**src/rtl/dmem_pkg.sv**
```systemverilog
// Shared definitions for the MEM-stage data memory: size codes, store payload
// and the byte-lane enable function.
package dmem_pkg;

    localparam int unsigned WORD_W = 32;
    localparam int unsigned LANES  = WORD_W / 8;

    localparam logic [1:0] SEL_BYTE = 2'b00;
    localparam logic [1:0] SEL_HALF = 2'b01;
    localparam logic [1:0] SEL_WORD = 2'b10;

    typedef struct packed {
        logic [LANES-1:0]  be;
        logic [WORD_W-1:0] data;
    } dmem_store_t;

    // Byte lanes touched by an access of size sel at byte offset lane; 2'b11 acts as word.
    function automatic logic [LANES-1:0] lane_mask(input logic [1:0] sel, input logic [1:0] lane);
        case (sel)
            SEL_BYTE: return 4'b0001 << lane;
            SEL_HALF: return lane[1] ? 4'b1100 : 4'b0011;
            default:  return 4'b1111;
        endcase
    endfunction

endpackage

```
**src/rtl/dmem_lane_ctrl.sv**
```systemverilog
// Combinational lane steering: store-side byte enables and replicated data,
// load-side alignment and zero extension.
module dmem_lane_ctrl
    import dmem_pkg::*;
(
    input  logic [1:0]        sel,
    input  logic [1:0]        lane,
    input  logic [WORD_W-1:0] store_data,
    input  logic [WORD_W-1:0] read_word,
    output dmem_store_t       store_c,
    output logic [WORD_W-1:0] load_data_c
);

    // Replicating the data across lanes lets the byte enables alone pick the target bytes.
    always_comb begin
        store_c      = '0;
        store_c.be   = lane_mask(sel, lane);
        case (sel)
            SEL_BYTE: store_c.data = {4{store_data[7:0]}};
            SEL_HALF: store_c.data = {2{store_data[15:0]}};
            default:  store_c.data = store_data;
        endcase
    end

    always_comb begin
        load_data_c = '0;
        case (sel)
            SEL_BYTE: load_data_c = WORD_W'(read_word[{lane, 3'b000} +: 8]);
            SEL_HALF: load_data_c = WORD_W'(read_word[{lane[1], 4'b0000} +: 16]);
            default:  load_data_c = read_word;
        endcase
    end

endmodule

```
**src/rtl/data_mem.sv**
```systemverilog
// Byte-addressed little-endian data memory with byte/half/word access,
// read-first on simultaneous access and a registered zero-extended load port.
module data_mem
    import dmem_pkg::*;
#(
    parameter int unsigned DATA_WIDTH  = 32,
    parameter int unsigned D_ADD_WIDTH = 5
) (
    input  logic                   Clk,
    input  logic                   Rst,
    input  logic [DATA_WIDTH-1:0]  Mem_in,
    input  logic [D_ADD_WIDTH-1:0] Mem_addr,
    input  logic [1:0]             sel,
    input  logic                   write,
    input  logic                   read,
    output logic [DATA_WIDTH-1:0]  Mem_out
);

    localparam int unsigned IDX_W = D_ADD_WIDTH - 2;
    localparam int unsigned WORDS = 1 << IDX_W;

    logic [WORDS-1:0][WORD_W-1:0] mem;
    logic [IDX_W-1:0]             idx;
    logic [WORD_W-1:0]            cur_word;
    logic [WORD_W-1:0]            merged_c;
    logic [WORD_W-1:0]            load_data_c;
    dmem_store_t                  store_c;

    assign idx      = Mem_addr[D_ADD_WIDTH-1:2];
    assign cur_word = mem[idx];

    dmem_lane_ctrl u_lane_ctrl (
        .sel         (sel),
        .lane        (Mem_addr[1:0]),
        .store_data  (Mem_in),
        .read_word   (cur_word),
        .store_c     (store_c),
        .load_data_c (load_data_c)
    );

    // Byte-masked merge of store data into the addressed word.
    always_comb begin
        merged_c = cur_word;
        for (int b = 0; b < int'(LANES); b++) begin
            if (store_c.be[b]) begin
                merged_c[8*b +: 8] = store_c.data[8*b +: 8];
            end
        end
    end

    always_ff @(posedge Clk or negedge Rst) begin
        if (!Rst) begin
            mem <= '0;
        end else if (write) begin
            mem[idx] <= merged_c;
        end
    end

    // Load samples pre-store contents, giving read-first behaviour.
    always_ff @(posedge Clk or negedge Rst) begin
        if (!Rst) begin
            Mem_out <= '0;
        end else if (read) begin
            Mem_out <= load_data_c;
        end
    end

endmodule

```
**config.mk**
```make
export PLATFORM = sky130hd
export DESIGN_NAME = data_mem
export DESIGN_NICKNAME = d
export VERILOG_FILES = /design/src/rtl/dmem_pkg.sv /design/src/rtl/dmem_lane_ctrl.sv /design/src/rtl/data_mem.sv
export SDC_FILE = /design/constraint.sdc
export NUM_CORES = 1
export LEC_CHECK = 0
export CAP_MARGIN = 15
export CORE_ASPECT_RATIO = 1.1
export CORE_MARGIN = 5
export CORE_UTILIZATION = 65
export CTS_BUF_LIST = sky130_fd_sc_hd__clkbuf_8
export DETAILED_ROUTE_END_ITERATION = 10
export DONT_BUFFER_PORTS = 1
export PLACE_DENSITY = 0.82
export REMOVE_ABC_BUFFERS = 1
export SYNTH_ARGS = -nofsm -noshare
export SYNTH_HDL_FRONTEND = slang
export SYNTH_SLANG_ARGS = --single-unit
```
**constraint.sdc**
```tcl
create_clock -name Clk -period 3.6 [get_ports Clk]
set_input_delay 0.72 -clock Clk [delete_from_list [all_inputs] [get_ports Clk]]
set_output_delay 0.72 -clock Clk [all_outputs]
set_load 0.01 [all_outputs]
```
After elaboration in Yosys (flattened, before gate mapping). Cells that the tools add are included. Widths: inputs -> output; s select.

Magnitude comparators: 2. Equal/unequal tests: 1. Shift operators: 3. Mux-type cells: 13. Reductions and logical operators: 2.

Operators by type and width (count): $bwmux 256 (1); $pmux 32 s2 (2); $bmux 32 s3 (1); $demux 32 s3 (1); $mux 32 (2); $mux 8 (4); $shiftx 32x6->16 (1); $shiftx 32x6->8 (1); $pmux 4 s2 (1); $lt 3x4->1 const B (1); $mux 4 (1); $shl 1x2->4 const A (1); $ge 3x1->1 const B (1); $eq 2x1->1 const B (1); $logic_not 2->1 (1); $logic_and 1x1->1 (1).

Register bits: 288. Bits of input ports: 43.

Longest topological paths before layout.
Depth after elaboration: 5. Gate-level depth with buffers: 8. Gate-level depth less buffers: 5.

By module. A second synthesis with hierarchy kept.

Cells, all modules: 1459. Area total of the unflattened synthesis: 14884.3 sq um.

By module, submodules not included: data_mem (times used 1, cells an instance 1332, area each 13887.1 sq um); dmem_lane_ctrl (times used 1, cells an instance 127, area each 997.2 sq um).

Least setup slack after synthesis. OpenSTA, ideal clock, no wires.

Path type: input -> register. From: input port Mem_addr[4]. To: register mem[128] (netlist bit). Library setup time: 0.140 ns. Data arrival time: 2.273 ns. Data required time: 3.460 ns. Path slack: 1.187 ns. Cell stages on the path: 6. Path buffers: 2. Cell sequence: buf_2 > buf_1 > mux4_2 > mux2_2 > mux2i_1 > o21ai_0.

Word-level cells in the longest chain between the ends: 5. Elaborated cells between the ends (all ways): 9.

Ends and longest elaborated chain: start: declaration (RTL line data_mem.sv:12) `input logic [D_ADD_WIDTH-1:0] Mem_addr,`; $lt 3x4->1 (implied by the code) or $ge 3x1->1 (tied branches) (RTL line data_mem.sv:55) `mem[idx] <= merged_c;`; $logic_and 1x1->1 (implied by the code) (RTL line data_mem.sv:55); $mux 32 (implied by the code) (RTL line data_mem.sv:55); $demux 32 s3 (RTL line data_mem.sv:55); $bwmux 256 (*) (RTL line data_mem.sv:55); end signal: indexed assignment (RTL line data_mem.sv:55); end: declaration (RTL line data_mem.sv:22) `logic [WORDS-1:0][WORD_W-1:0] mem;`.

Mark *: on every way between the ends. The rest lies on a longest branch, timed or not. The select of a mux whose other input is x is not followed. A chain may end at the register's enable or synchronous reset.

Worst setup path in the final report.
From: register mem[23] (netlist bit). To: register mem[215] (netlist bit).

Word-level cells in the longest chain between the ends: 4.

Ends and longest elaborated chain: $bmux 32 s3 (RTL line data_mem.sv:30) `assign cur_word = mem[idx];`; $mux 32 (implied by the code) (RTL line data_mem.sv:30); $mux 8 (RTL line data_mem.sv:45) `if (store_c.be[b]) begin`; $bwmux 256 (RTL line data_mem.sv:55).

Every way passes these cells. The select of a mux whose other input is x is not followed.

==> flow_metrics.tcl <==
set metrics [dict create \
    ys_seq_area_share_pct 53.8 \
    die_w_um 147 \
    yosysTopAreaCell "dfrtp_1" \
    clkLatencyLatePin_ns 0.56 \
    dp_hpwl_mm 20.6 \
    rsz0062_at_grt "false" \
    synth-edff-count 0 \
    nets 1277 \
    ys_top_cells_by_area "dfrtp_1 54%, o21ai_0 9.8%, mux4_2 9.8%" \
    drt_iter0_drc 990 \
    grt_pass1_wl_mm 54.8 \
    clock_sinks 288 \
    netlist_area_sq_um 13400 \
    power.leakage_uw 0.00635 \
    cts_root_buf "clkbuf_8" \
    numCtsBuffers 45 \
    die_y_um 161 \
    antenna_found_initial 0 \
    async_reset_ff_share_pct 100 \
    finalMaxSlewViolations 0 \
    grt_max_degree 289 \
    end_kind "flip-flop" \
    grt.total_usage_pct 29.6 \
    startpoint_type "flip-flop" \
    synth.top_cell.area_share_pct 53.8 \
    timing.final.crit_share_pct 60.2 \
    port_buffers 0 \
    die_area_sq_um 23600 \
    ys_ff_latch 288 \
    fin_area_sq_um 14300 \
    failed_checks "hold timing" \
    area_delta_synth_final_pct 6.68 \
    setup_ws_ns 1.43 \
    htreeDepth 2 \
    tritoncts "yes" \
    nFillCells 1412 \
    start_util_pct 65.5 \
    dr_total_vias 9885 \
    ios 75 \
    route.detailed.drc 0 \
    yosys_warnings 0 \
    postRouteAntennaNets 0 \
    worstPathMaxFanout 8 \
    grt_pass1_vias 9956 \
    synth_cell_types 45 \
    clk_pin_slew_ns 0.06 \
    outcome "finished with violations" \
    routed_wl_mm 34.3 \
    first_pass_iters 5 \
    cts_resized 0 \
    clockBufferDepth 3 \
    path_class "reg2reg" \
    hold_viol 288 \
    ir_drop_mv 0.284 \
    multi_input_area_sq_um 5700 \
    fmax_mhz 462 \
    placement_rows 55 \
    period_needed_ns 2.17 \
    syn_inst 1269 \
    cap_violations 0 \
    placed_area_sq_um 13400 \
    fp.coreArea_sq_um 20400 \
    worstPathArrival_ns 2.54 \
    setup_tns_ns 0 \
    tightestPinTransition_ns 0.878 \
    hold_class "in2async" \
    gp_congestion 0.840 \
    grt-ovfl-total 0 \
    wl_per_cell_um 22.6 \
    slew_headroom_pct 40.9 \
    dpl_worst_slack_ns 1.12 \
    setup_viol 0 \
    p_per_area_nw_per_um2 601 \
    layout-drive-gt1-share_pct 15.6 \
    regArea_sq_um 7210 \
    critical_path_required_ns 3.98 \
    viasPerCell 6.49 \
    postSynthAreaPerCell_sq_um 10.6 \
    hold_ws_ns -0.123 \
    clock_skew_ns 0.0135 \
    yosys_most_used_dff "dfrtp_1" \
]
per-layer routing:
metal / track usage (%) / routed length [um] / vias to the layer above
met5: 0 / 0 / -
met4: 11.9 / 1390 / 0
met2: 46.6 / 16300 / 487
met3: 8.30 / 3490 / 106
met1: 39.5 / 13200 / 4861
li1: - / - / 4431
state kept, by name, indices dropped and copies added, names as in the netlist:
register and count:
Mem_out 32, mem 256
path summary, 6_finish.rpt:
| path | start | endpoint | slack, ns | cells after the start |
|---|---|---|---|---|
| setup / recovery | mem[23]$_DFFE_PN0P_ | mem[215]$_DFFE_PN0P_ | 1.43 | 5 |
| hold / removal | Rst | mem[24]$_DFFE_PN0P_ | -0.12 | 0 |
| setup reg to reg | mem[23]$_DFFE_PN0P_ | mem[215]$_DFFE_PN0P_ | 1.43 | 5 |
| hold reg to reg | mem[222]$_DFFE_PN0P_ | mem[222]$_DFFE_PN0P_ | 0.48 | 2 |
| max in group asynchronous | Rst | mem[97]$_DFFE_PN0P_ | 3.37 | 0 |
| min in group Clk | read | Mem_out[13]$_DFFE_PN0P_ | 0.25 | 1 |
synth_stat cells, types with 4 or more instances:
cell	instances
nor3_1	7
a21oi_1	39
o21ai_2	13
a31oi_1	11
nand2_1	267
o22ai_1	17
buf_6	4
inv_1	19
mux2_2	22
mux4_2	58
buf_1	4
buf_2	17
o21ai_0	261
nand4bb_1	5
nand2b_1	5
a22oi_1	8
mux4_1	4
nor2_1	49
mux2i_1	26
o21ai_1	7
dfrtp_1	288
nand3_1	22
clkbuf_1	67
a21oi_2	10
mux2i_2	7
nor2b_1	6
power by group:
group,leakage (uW),switching [uW],internal [uW]
combinational,0.00217,809,719
sequential,0.00366,426,3940
clock,0.000520,1240,1450
total,0.00635,2470,6110
cell type report:
cell class | count | area share, %
timing repair buffer | 13 | 0.683
tap | 256 | 2.24
clock buffer | 59 | 5.68
multi-input combinational | 866 | 39.9
clock inverter | 19 | 0.525
inverter | 20 | 0.525
antenna | 1 | 0.0175
sequential | 288 | 50.4
per-stage QoR:
step / util, % / total power (uW) / instances / hold slack, ns
final: 69.9 / 8580 / 1522 / -0.123
after global routing: 69.9 / 9010 / 1521 / -0.157
after CTS: 69.9 / 8600 / 1521 / -0.150
after detailed placement: 65.6 / 5910 / 1443 / 0.439
after global placement: 65.6 / 5790 / 1443 / 0.440
after floorplan: - / 5450 / 1174 / 0.424
critical path, cell delays in order, from the launching register on:
cell,delay (ns)
dfrtp_1,0.37
nor2b_1,0.12
a2111oi_0,0.72
o41ai_1,0.18
o21ai_0,0.37
o21ai_0,0.24
layout by cell type (no fill, tap or decap), types with 11 or more instances in the layout:
cell      netlist  layout
nand3_1        22      18
clkbuf_8        0      59
nand2_1       267     264
mux2i_1        26      26
a21oi_2        10      11
inv_1          19      37
buf_4           1      13
a21oi_1        39      38
o21ai_0       261     260
nor2_1         49      49
mux4_2         58      58
o22ai_1        17      17
o21ai_2        13      13
dfrtp_1       288     288
a31oi_1        11      11
mux2_2         22      22
repair_timing:
item                                   4_1_cts  5_1_grt
buffers inserted                             0        0
endpoints found under the hold margin      288      288
setup endpoints to repair                    0        0
kinds of logic after synthesis:
| logic type | count (synthesis) | synth area share [%] |
|---|---|---|
| buffers and inverters | 115 | 3.88 |
| AND/OR/NAND/NOR | 367 | 11.2 |
| flip-flops | 288 | 53.8 |
| multiplexers | 120 | 15.5 |
| AO/OA/AOI/OAI | 379 | 15.7 |
(Power assumes the default switching activity.)
